--- src/rtl/imem_arbiter_if.sv ---
// rtl/imem_arbiter_if.sv - fetch, loader and memory signal bundle for imem_arbiter
interface imem_arbiter_if #(
  parameter int IDX_W = 8
);
  logic             f_req;
  logic [31:0]      f_addr;
  logic             f_gnt;
  logic             f_rvalid;
  logic [31:0]      f_rdata;
  logic             f_err;

  logic             l_req;
  logic             l_we;
  logic [31:0]      l_addr;
  logic [31:0]      l_wdata;
  logic             l_lock;
  logic             l_gnt;
  logic             l_rvalid;
  logic [31:0]      l_rdata;
  logic             l_err;

  logic             mem_en;
  logic             mem_we;
  logic [IDX_W-1:0] mem_idx;
  logic [31:0]      mem_wdata;
  logic [31:0]      mem_rdata;

  modport slave (
    input  f_req, f_addr, l_req, l_we, l_addr, l_wdata, l_lock, mem_rdata,
    output f_gnt, f_rvalid, f_rdata, f_err,
    output l_gnt, l_rvalid, l_rdata, l_err,
    output mem_en, mem_we, mem_idx, mem_wdata
  );

  modport master (
    output f_req, f_addr, l_req, l_we, l_addr, l_wdata, l_lock, mem_rdata,
    input  f_gnt, f_rvalid, f_rdata, f_err,
    input  l_gnt, l_rvalid, l_rdata, l_err,
    input  mem_en, mem_we, mem_idx, mem_wdata
  );
endinterface

--- src/rtl/imem_arbiter.sv ---
// rtl/imem_arbiter.sv - fetch/loader arbiter and sequencer for the instruction memory
module imem_arbiter #(
  parameter int DEPTH        = 256,
  parameter int IDX_W        = 8,
  parameter int STARVE_LIMIT = 4
) (
  input  logic          clk,
  input  logic          rst_n,
  imem_arbiter_if.slave bus
);
  localparam logic [3:0] LIMIT = 4'(STARVE_LIMIT);

  logic [3:0]       starve_cnt;
  logic             pend_valid;
  logic             pend_port;
  logic             pend_err;
  logic             pend_write;
  logic [IDX_W-1:0] idx_q;
  logic [31:0]      wdata_q;

  logic             f_bad;
  logic             l_bad;
  logic             l_force;
  logic             f_gnt;
  logic             l_gnt;
  logic [IDX_W-1:0] idx_c;
  logic [31:0]      wdata_c;

  // DEPTH is a power of two, so the range check reduces to the bits above the index
  assign f_bad   = (bus.f_addr[1:0] != 2'b00) || (bus.f_addr[31:IDX_W+2] != '0);
  assign l_bad   = (bus.l_addr[1:0] != 2'b00) || (bus.l_addr[31:IDX_W+2] != '0);
  assign l_force = bus.l_req && (starve_cnt >= LIMIT);

  always_comb begin
    f_gnt = 1'b0;
    l_gnt = 1'b0;
    if (rst_n) begin
      if (bus.l_lock) begin
        l_gnt = bus.l_req;
      end else if (l_force) begin
        l_gnt = 1'b1;
      end else if (bus.f_req) begin
        f_gnt = 1'b1;
      end else if (bus.l_req) begin
        l_gnt = 1'b1;
      end
    end
  end

  // index and write data hold their previous value while the memory is idle
  always_comb begin
    idx_c   = idx_q;
    wdata_c = wdata_q;
    if (l_gnt) begin
      idx_c   = bus.l_addr[IDX_W+1:2];
      wdata_c = bus.l_wdata;
    end else if (f_gnt) begin
      idx_c   = bus.f_addr[IDX_W+1:2];
    end
  end

  assign bus.f_gnt     = f_gnt;
  assign bus.l_gnt     = l_gnt;
  assign bus.mem_en    = (f_gnt && !f_bad) || (l_gnt && !l_bad);
  assign bus.mem_we    = l_gnt && bus.l_we && !l_bad;
  assign bus.mem_idx   = idx_c;
  assign bus.mem_wdata = wdata_c;

  always_ff @(posedge clk or negedge rst_n) begin
    if (!rst_n) begin
      starve_cnt <= 4'd0;
      idx_q      <= '0;
      wdata_q    <= '0;
    end else begin
      if (!bus.l_req || l_gnt) begin
        starve_cnt <= 4'd0;
      end else if (starve_cnt != 4'hF) begin
        starve_cnt <= starve_cnt + 4'd1;
      end
      idx_q   <= idx_c;
      wdata_q <= wdata_c;
    end
  end

  always_ff @(posedge clk or negedge rst_n) begin
    if (!rst_n) begin
      pend_valid <= 1'b0;
      pend_port  <= 1'b0;
      pend_err   <= 1'b0;
      pend_write <= 1'b0;
    end else begin
      pend_valid <= f_gnt || l_gnt;
      pend_port  <= l_gnt;
      pend_err   <= l_gnt ? l_bad : f_bad;
      pend_write <= l_gnt && bus.l_we;
    end
  end

  assign bus.f_rvalid = pend_valid && !pend_port;
  assign bus.f_err    = pend_valid && !pend_port && pend_err;
  assign bus.f_rdata  = (pend_valid && !pend_port && !pend_err) ? bus.mem_rdata : 32'd0;
  assign bus.l_rvalid = pend_valid && pend_port;
  assign bus.l_err    = pend_valid && pend_port && pend_err;
  assign bus.l_rdata  = (pend_valid && pend_port && !pend_err && !pend_write) ? bus.mem_rdata : 32'd0;
endmodule

--- src/flat_wrapper.sv ---
// flat-port wrapper written by rule: the top's interface ports become plain ports
module imem_arbiter_flat 
#(
  parameter int DEPTH        = 256,
  parameter int IDX_W        = 8,
  parameter int STARVE_LIMIT = 4
)
  (clk, rst_n, bus_f_req, bus_f_addr, bus_l_req, bus_l_we, bus_l_addr, bus_l_wdata, bus_l_lock, bus_mem_rdata, bus_f_gnt, bus_f_rvalid, bus_f_rdata, bus_f_err, bus_l_gnt, bus_l_rvalid, bus_l_rdata, bus_l_err, bus_mem_en, bus_mem_we, bus_mem_idx, bus_mem_wdata);
  imem_arbiter_if #(.IDX_W(IDX_W)) bus_i ();
  input  logic clk;
  input  logic rst_n;
  input wire logic [$bits(bus_i.f_req)-1:0] bus_f_req;
  input wire logic [$bits(bus_i.f_addr)-1:0] bus_f_addr;
  input wire logic [$bits(bus_i.l_req)-1:0] bus_l_req;
  input wire logic [$bits(bus_i.l_we)-1:0] bus_l_we;
  input wire logic [$bits(bus_i.l_addr)-1:0] bus_l_addr;
  input wire logic [$bits(bus_i.l_wdata)-1:0] bus_l_wdata;
  input wire logic [$bits(bus_i.l_lock)-1:0] bus_l_lock;
  input wire logic [$bits(bus_i.mem_rdata)-1:0] bus_mem_rdata;
  output wire logic [$bits(bus_i.f_gnt)-1:0] bus_f_gnt;
  output wire logic [$bits(bus_i.f_rvalid)-1:0] bus_f_rvalid;
  output wire logic [$bits(bus_i.f_rdata)-1:0] bus_f_rdata;
  output wire logic [$bits(bus_i.f_err)-1:0] bus_f_err;
  output wire logic [$bits(bus_i.l_gnt)-1:0] bus_l_gnt;
  output wire logic [$bits(bus_i.l_rvalid)-1:0] bus_l_rvalid;
  output wire logic [$bits(bus_i.l_rdata)-1:0] bus_l_rdata;
  output wire logic [$bits(bus_i.l_err)-1:0] bus_l_err;
  output wire logic [$bits(bus_i.mem_en)-1:0] bus_mem_en;
  output wire logic [$bits(bus_i.mem_we)-1:0] bus_mem_we;
  output wire logic [$bits(bus_i.mem_idx)-1:0] bus_mem_idx;
  output wire logic [$bits(bus_i.mem_wdata)-1:0] bus_mem_wdata;
  assign bus_i.f_req = bus_f_req;
  assign bus_i.f_addr = bus_f_addr;
  assign bus_i.l_req = bus_l_req;
  assign bus_i.l_we = bus_l_we;
  assign bus_i.l_addr = bus_l_addr;
  assign bus_i.l_wdata = bus_l_wdata;
  assign bus_i.l_lock = bus_l_lock;
  assign bus_i.mem_rdata = bus_mem_rdata;
  assign bus_f_gnt = bus_i.f_gnt;
  assign bus_f_rvalid = bus_i.f_rvalid;
  assign bus_f_rdata = bus_i.f_rdata;
  assign bus_f_err = bus_i.f_err;
  assign bus_l_gnt = bus_i.l_gnt;
  assign bus_l_rvalid = bus_i.l_rvalid;
  assign bus_l_rdata = bus_i.l_rdata;
  assign bus_l_err = bus_i.l_err;
  assign bus_mem_en = bus_i.mem_en;
  assign bus_mem_we = bus_i.mem_we;
  assign bus_mem_idx = bus_i.mem_idx;
  assign bus_mem_wdata = bus_i.mem_wdata;
  imem_arbiter #(.DEPTH(DEPTH), .IDX_W(IDX_W), .STARVE_LIMIT(STARVE_LIMIT)) u_core (.clk(clk), .rst_n(rst_n), .bus(bus_i));
endmodule
--- config.mk ---
export PLATFORM = sky130hd
export DESIGN_NAME = imem_arbiter_flat
export DESIGN_NICKNAME = d
export VERILOG_FILES = /design/src/rtl/imem_arbiter_if.sv /design/src/rtl/imem_arbiter.sv /design/src/flat_wrapper.sv
export SDC_FILE = /design/constraint.sdc
export NUM_CORES = 1
export LEC_CHECK = 0
export ABC_AREA = 1
export CAP_MARGIN = 20
export CORE_AREA = 2 2 95 97
export CTS_BUF_LIST = sky130_fd_sc_hd__clkbuf_4 sky130_fd_sc_hd__clkbuf_8
export DETAILED_ROUTE_END_ITERATION = 8
export DIE_AREA = 0 0 97 99
export GPL_TIMING_DRIVEN = 0
export PLACE_DENSITY = 0.83
export SYNTH_ARGS = -nofsm -noshare
export SYNTH_HDL_FRONTEND = slang
export SYNTH_SLANG_ARGS = --single-unit
export TNS_END_PERCENT = 100
--- constraint.sdc ---
create_clock -name clk -period 4.2 [get_ports clk]
set_clock_uncertainty 0.15 [all_clocks]
set_input_delay 0.84 -clock clk [delete_from_list [all_inputs] [get_ports clk]]
set_output_delay 0.84 -clock clk [all_outputs]
set_load 0.01 [all_outputs]
==> results.toml, run 1 <==
[floorplanning]
core.rowCount = 34
chipHeight_um = 99
initial_core_util_pct = 32.32
die_w_um = 97
die_area_mm2 = 0.009603
ioPinCount = 246
coreArea_mm2 = 0.008551

[setup_path]
worstPathCellList = "buf_2 > nand3_1 > nor2_2 > nand4_1 > nand2_1 > clkdlybuf4s50_1"
crit_family = "buffers and inverters"
slowest_delay_ps = 560
r2r_start = "u_core.starve_cnt[2]"
crit_type = "in2out"
cp-start-kind = "primary input"
cp_data_required_time_ps = 3210
r2r_cells = 6
arrival_ps = 2770
crit_buf_inv = 2
end_kind = "output port"
r2r_end = "u_core.idx_q[0]"
critPathSlowestCell = "clkdlybuf4s50_1"
r2r_setup_slack_ps = 2670
critPathMaxFanout = 26

[power_and_ir_drop]
p_sw_uw = 372.2
p_leak_uw = 0.002702
combPwrFrac_pct = 37.0
intPower_uw = 942.4
sw_frac_of_total_pct = 28.31
clock_power_share_pct = 21.5
pwr-share-seq_pct = 41.6
p_per_area_mw_per_mm2 = 240.5
irDropWorstVdd_v = 0.0002185

[yosys]
ys_seq_area_share_pct = 43.46
syn-num-nets = 566
yosysWarnings = 0
synth_seq_cells = 48
avgSynthCellArea_um2 = 6.413
synth_cell_types = 20
synth_area_mm2 = 0.002764
syn_inst = 431

[sta]
slew_headroom_pct = 59.75
max_slew.worst_pin.slew_ps = 603.7
grt_setup_unrepaired = "false"
drv_slew = 0
min_period_ps = 3755
hold_viol_final = 0
fmax_mhz = 266.3
whs_ps = 332.2
setup_viol = 0
fin_crit_sh_pct = 89.41

[place]
dp_hpwl_um = 8873
port_buffers = 245
dp.cells = 785
place_congestion = 0.9659

[final_layout]
drive_gt1_share_pct = 3.796
syn_to_final_growth_pct = 97.78
instances_no_fill = 796
nets = 819
num-fill-cells = 734

[detailed_routing]
wl_um = 10510
ant_nets = 0
drt_iter0_drc = 112
wire_per_inst_um = 13.20
num_vias = 3433
wl_met3_um = 780
viasPerCell = 4.313
route.met2.wl_um = 5503
drc = 0
first_pass_iters = 4
wl_met1_um = 4004
top_layer = "met4"

[clocking]
cts.sinks = 48
holdBufCountCts = 0
postCtsSetupRepairBufs = 0
clockBufferDepth = 2
cts-root-buf = "clkbuf_8"
cts_buffers = 5
clk_latency_ps = 290
cts_tree = "done"
cts_resized = 0
htreeDepth = 2
clk_pin_slew_worst_paths_ps = 90

[global_route]
grt_usage_pct = 21.69
grt_pass1_vias = 3569
grt_pass1_wl_um = 16910
grt_max_degree = 27
grt_overflow_total = 0
antenna_found_initial = 3

[hold_path]
hold_end = "u_core.wdata_q[12]"
hold_class = "reg2reg"
hold_start = "u_core.wdata_q[12]"
hold_depth = 2

[job]
maxCapViolCount = 0

[status]
outcome = "finished clean"
==> power groups by stage <==
stage / Sequential (uW) / Clock (uW) / Combinational, uW
floorplan: 550 / 0 / 175
global placement: 553 / 0 / 479
detailed placement: 556 / 0 / 488
CTS: 547 / 294 / 492
global route: 554 / 313 / 532
finish: 546 / 282 / 486
==> Yosys cell counts, drive strengths merged <==
cell | instances | area share [%]
nand3 | 15 | 2.9
nand4 | 3 | 0.68
dfrtp | 48 | 43
nor2 | 111 | 15
nor3 | 1 | 0.18
o21ai | 1 | 0.18
xor2 | 1 | 0.32
xnor2 | 2 | 0.63
a21oi | 3 | 0.54
nand2 | 161 | 22
clkbuf | 3 | 0.41
inv | 70 | 9.6
buf | 11 | 3.3
ha | 1 | 0.45
==> worst max-delay path by stage <==
stage / from / endpoint / slack, ps / depth (start not counted)
floorplan: bus_l_lock / bus_mem_idx[0] / 1630 / 6
global placement: rst_n / bus_mem_en / -1370 / 6
detailed placement: rst_n / bus_mem_en / 390 / 6
CTS: rst_n / bus_mem_idx[0] / 370 / 7
global route: rst_n / bus_mem_idx[0] / 210 / 7
finish: rst_n / bus_mem_en / 440 / 6
==> through the flow <==
| stage | util (%) | instance area, um2 | power [uW] | TNS (ps) | setup WS, ps |
|---|---|---|---|---|---|
| after floorplan | - | 2764 | 725.9 | 0 | 1628 |
| after global placement | 62.58 | 5351 | 1032 | -53990 | -1372 |
| after detailed placement | 62.76 | 5366 | 1044 | 0 | 385.9 |
| after CTS | 63.84 | 5459 | 1333 | 0 | 371.7 |
| after global routing | 63.93 | 5466 | 1399 | 0 | 212.9 |
| final | 63.93 | 5466 | 1315 | 0 | 444.7 |
==> cell type report <==
cell class	count	area (um2)	share of cell area, %
timing repair buffer	246	2467	45.14
sequential	48	1201	21.97
multi-input combinational	299	1196	21.88
inverter	70	265.3	4.852
tap	108	135.1	2.472
buffer	14	101.3	1.854
clock buffer	7	83.83	1.534
clock inverter	1	8.758	0.1602
antenna	3	7.507	0.1373
==> flip-flops by register name, indices dropped and copies added (netlist names) <==
name	cells
u_core.wdata_q	32
u_core.idx_q	8
u_core.starve_cnt	4
u_core.pend_err	1
u_core.pend_port	1
u_core.pend_valid	1
u_core.pend_write	1
==> kinds of logic after synthesis <==
kind of cell	share of synthesized area, %
AOI/OAI and AO/OA	0.7240
xor gates and xnor gates	0.9508
adders and majority gates	0.4526
buffers and inverters	13.26
DFF	43.46
and+or+nand+nor	41.15
==> per-layer routing <==
layer / GRT usage (%) / vias to the layer above
li1: - / 1754
met3: 5.461 / 15
met4: 7.909 / 0
met5: 0 / -
met2: 40.49 / 148
met1: 23.76 / 1516
==> placed cells by master (no fill, tap or decap) <==
cell type        netlist  final
nand2_4                1      1
nand3_1               14     14
o21ai_0                1      1
buf_2                  3      4
nor3_1                 1      1
dfrtp_1               48     48
diode_2                0      3
clkdlybuf4s50_1        0    244
a21oi_1                3      3
nand3_2                1      1
buf_6                  4      4
xor2_1                 1      1
xnor2_1                2      2
buf_4                  4      4
inv_4                  1      1
buf_12                 0      1
nand4_1                3      3
clkbuf_1               3      3
nor2_1               109    109
clkbuf_8               0      5
clkinv_4               0      1
nand2_1              160    160
clkbuf_4               0      2
nor2_2                 2      2
ha_1                   1      1
inv_1                 69     69
==> worst min-delay path, delay by kind of cell (launching register included) <==
| family | cells | cell delay, ps |
|---|---|---|
| simple gates | 2 | 120 |
| flops | 1 | 330 |
(Power assumes the default switching activity.)
==> run 2, diff against run 1 <==
--- a/config.mk
+++ b/config.mk
@@ -9,8 +9,7 @@
 export CAP_MARGIN = 20
-export CORE_AREA = 2 2 95 97
+export CORE_UTILIZATION = 32
 export CTS_BUF_LIST = sky130_fd_sc_hd__clkbuf_4 sky130_fd_sc_hd__clkbuf_8
 export DETAILED_ROUTE_END_ITERATION = 8
-export DIE_AREA = 0 0 97 99
 export GPL_TIMING_DRIVEN = 0
-export PLACE_DENSITY = 0.83
+export PLACE_DENSITY = 0.82
 export SYNTH_ARGS = -nofsm -noshare
==> constraint.sdc (replaced) <==
create_clock -name clk -period 3.9 [get_ports clk]
set_clock_uncertainty 0.15 [all_clocks]
set_input_delay 0.78 -clock clk [delete_from_list [all_inputs] [get_ports clk]]
set_output_delay 0.78 -clock clk [all_outputs]
set_load 0.005 [all_outputs]
==> results.toml, run 2 (synthesized netlist as in run 1, its figures left out) <==
[final_layout]
largestRegisters = "u_core.wdata_q (32), u_core.idx_q (8), u_core.starve_cnt (4)"
largest_reg_flops = 32
syn_to_final_growth_pct = 98.78
final_util_pct = 66.20
drive_gt1_share_pct = 3.796
final_common_cell = "clkdlybuf4s50_1"
nets = 819
layout_common_cells = "clkdlybuf4s50_1, nand2_1, nor2_1, inv_1, dfrtp_1"
fin_area_mm2 = 0.005494
top_register = "u_core.wdata_q"

[clocking]
postCtsSetupRepairBufs = 0
htreeDepth = 2
cts_tree = "done"
clockBufferDepth = 2
holdBufCountCts = 0
clk_latency_ps = 280
cts_resized = 0
clk_pin_slew_worst_paths_ps = 90
cts.sinks = 48
cts_buffers = 5
cts-root-buf = "clkbuf_8"

[global_route]
grt_pass1_vias = 3580
antenna_found_initial = 2
grt_max_degree = 33
grt_overflow_total = 0
grt_pass1_wl_um = 16780
grt_usage_pct = 24.03

[setup_path]
arrival_ps = 2740
r2r_end = "u_core.wdata_q[3]"
cp_data_required_time_ps = 2970
cp-start-kind = "primary input"
end_kind = "output port"
critPathMaxFanout = 32
crit_type = "in2out"
r2r_cells = 7
r2r_start = "u_core.starve_cnt[2]"
r2r_setup_slack_ps = 2400

[power_and_ir_drop]
p_leak_uw = 0.002714
p_per_area_mw_per_mm2 = 264.5
irDropWorstVdd_v = 0.0002286

[floorplanning]
chipHeight_um = 94.94
die_w_um = 94.94
ioPinCount = 246
core.rowCount = 33
die_area_mm2 = 0.009013
coreArea_mm2 = 0.008299
initial_core_util_pct = 33.30

[sta]
drv_slew = 0
setup_viol = 0
min_period_ps = 3667
finalSetupTns_ps = 0
max_slew.worst_pin.slew_ps = 460.2
fin_crit_sh_pct = 94.02
fmax_mhz = 272.7
slew_headroom_pct = 69.32
whs_ps = 276.3
hold_viol_final = 0

[job]
maxCapViolCount = 0

[place]
dp_hpwl_um = 8862
place_area_mm2 = 0.005363
place_congestion = 0.8658
port_buffers = 245

[detailed_routing]
num_vias = 3536
wl_um = 10550
ant_nets = 0
drt_iter0_drc = 88
wire_per_inst_um = 13.31
drc = 0
first_pass_iters = 4
viasPerCell = 4.465

[hold_path]
hold_class = "in2async"

[status]
outcome = "finished clean"
run 2: cell count changes in the layout (fill, tap and decap cells not counted), sizes merged:
cell,change
clkbuf,-1
bufinv,+1
diode,-1
run 2: layout make-up:
cell class | count | area [um2]
Inverter | 70 | 265.3
Fill cell | 698 | 2805
Buffer | 14 | 101.3
Timing Repair Buffer | 246 | 2467
Sequential cell | 48 | 1201
Antenna cell | 2 | 5.005
Tap cell | 105 | 131.4
Clock inverter | 2 | 38.79
Multi-Input combinational cell | 299 | 1201
Clock buffer | 6 | 82.58
run 2: worst max-delay path by stage:
stage                                 to       start  cells past startpoint  slack [ps]
after floorplan           bus_mem_idx[0]  bus_l_lock                      6        1520
after global placement        bus_mem_en       rst_n                      6       -1500
after detailed placement  bus_mem_idx[0]       rst_n                      8         190
final                     bus_mem_idx[5]       rst_n                      9         230
after CTS                 bus_mem_idx[0]       rst_n                      8         180
after global routing      bus_mem_idx[3]       rst_n                      9          -2
run 2: layer usage:
layer	GRT usage [%]	up-vias	wire [um]
li1	-	1758	-
met1	23.67	1587	3614
met2	43.23	157	5514
met3	7.890	34	923
met4	14.90	0	493
met5	0	-	0
run 2: power by group:
group / internal [uW] / switching, uW
Combinational: 305 / 190
Clock: 210 / 161
Sequential: 567 / 21.0
run 2: critical path, stage by stage:
cell and delay, ps:
buf_2 380, buf_12 260, nand3_1 190, inv_1 100
nand2_1 200, nand2_1 130, nand3_1 80, nand2_1 90
clkdlybuf4s50_1 510
run 2: metrics by stage:
step / power, uW / worst slack [ps] / instances
detailed placement: 1093 / 190.7 / 782
global route: 1544 / -1.543 / 792
floorplan: 751.1 / 1515 / 431
CTS: 1470 / 181.8 / 790
global placement: 1080 / -1502 / 781
finish: 1453 / 233.3 / 792
==> run 3, diff against run 2 <==
Settings changed: CTS_BUF_LIST sky130_fd_sc_hd__clkbuf_4 sky130_fd_sc_hd__clkbuf_8 to not set, PLACE_DENSITY 0.82 to not set, PLACE_DENSITY_LB_ADDON set to 0.08, RECOVER_POWER set to 100.
==> results.toml, run 3 (synthesized netlist as in run 1, its figures left out) <==
[clocking]
cts-root-buf = "clkbuf_8"
htreeDepth = 2
clk_pin_slew_worst_paths_ps = 80
cts_tree = "done"
clk_latency_ps = 290
clockBufferDepth = 2
holdBufCountCts = 0
cts_resized = 0
postCtsSetupRepairBufs = 0
cts.sinks = 48
cts_buffers = 5

[setup_path]
r2r_setup_slack_ps = 2200
critPathMaxFanout = 10
cp-start-kind = "primary input"
crit_type = "in2out"
arrival_ps = 2710
cp_data_required_time_ps = 2970
end_kind = "output port"

[final_layout]
syn_to_final_growth_pct = 97.15
final_common_cell = "nand2_1"
largestRegisters = "u_core.wdata_q (32), u_core.idx_q (8), u_core.starve_cnt (4)"
largest_reg_flops = 32
instances_no_fill = 790
nets = 819
drive_gt1_share_pct = 3.358
layout_common_cells = "nand2_1, clkdlybuf4s50_1, nor2_1, dlygate4sd3_1, inv_1"
diodes = 0
top_register = "u_core.wdata_q"
fin_area_mm2 = 0.005449

[sta]
slew_headroom_pct = 70.15
grt_setup_unrepaired = "false"
fmax_mhz = 275.0
hold_viol_final = 0
whs_ps = 195.1
min_period_ps = 3637
finalSetupTns_ps = 0
fin_crit_sh_pct = 93.25
max_slew.worst_pin.slew_ps = 447.7
setup_viol = 0
drv_slew = 0

[job]
maxCapViolCount = 0

[power_and_ir_drop]
irDropWorstVdd_v = 0.0002386
p_per_area_mw_per_mm2 = 248.1
p_leak_uw = 0.002976

[status]
outcome = "finished clean"

[global_route]
grt_usage_pct = 21.58
grt_pass1_vias = 3117
grt_overflow_total = 0
antenna_found_initial = 0
grt_pass1_wl_um = 14970
grt_max_degree = 41

[detailed_routing]
drt_iter0_drc = 68
wire_per_inst_um = 12.51
first_pass_iters = 4
viasPerCell = 4.273
num_vias = 3376
ant_nets = 0
wl_um = 9885
drc = 0

[place]
port_buffers = 245
place_area_mm2 = 0.005363
place_congestion = 0.7944
dp_hpwl_um = 8302
dp.cells = 782

[hold_path]
hold_class = "in2async"

[floorplanning]
core.rowCount = 33
chipHeight_um = 94.94
initial_core_util_pct = 33.30
ioPinCount = 246
die_area_mm2 = 0.009013
coreArea_mm2 = 0.008299
die_w_um = 94.94
## run 3: report_power, final
| part | leakage (uW) | internal [uW] | switching, uW |
|---|---|---|---|
| combinational | 0.00234 | 280 | 181 |
| clock | 0.0000445 | 144 | 160 |
| sequential | 0.000595 | 567 | 20.3 |
| total | 0.00298 | 991 | 361 |
## run 3: routing by layer
layer	vias up	part of all wire, %	GRT usage [%]	wire length [um]
met5	-	0	0	0
met4	0	3.6	9.975	352
met3	25	8.9	5.475	878
met2	129	53	41.31	5200
met1	1475	35	21.54	3454
li1	1747	-	-	-
## run 3: critical path: stages
cell and delay [ps]:
clkdlybuf4s50_1 460, nand2_1 110, inv_1 60, nand2_4 130, clkbuf_1 370, nand2_1 100, nand2_1 110, dlygate4sd3_1 580
## run 3: worst paths after layout
check / start / endpoint / depth (start not counted)
max: bus_l_req / bus_mem_wdata[27] / 8
min: rst_n / u_core.wdata_q[1] / 1
max reg2reg: u_core.starve_cnt[2] / u_core.idx_q[2] / 6
min reg2reg: u_core.wdata_q[0] / u_core.wdata_q[0] / 2
max in group asynchronous: rst_n / u_core.wdata_q[26] / 2
min in group clk: u_core.wdata_q[0] / u_core.wdata_q[0] / 2
## run 3: layout make-up
type / count / area, um2
fillers: 753 / 2850
inverters: 70 / 265.3
clock buffers: 7 / 86.33
well taps: 105 / 131.4
plain buffers: 14 / 93.84
clock inverters: 1 / 7.507
flip-flops and latches: 48 / 1201
multi-input cells: 299 / 1196
repair buffers: 246 / 2467
## run 3: stage by stage
step	worst slack, ps	total power [uW]	utilization, %
3_3_place_gp	-1520	1077	64.44
5_1_grt	82.02	1437	65.66
3_5_place_dp	318.0	1089	64.62
6_report	263.1	1352	65.66
2_1_floorplan	1515	751.1	-
4_1_cts	312.3	1397	65.75
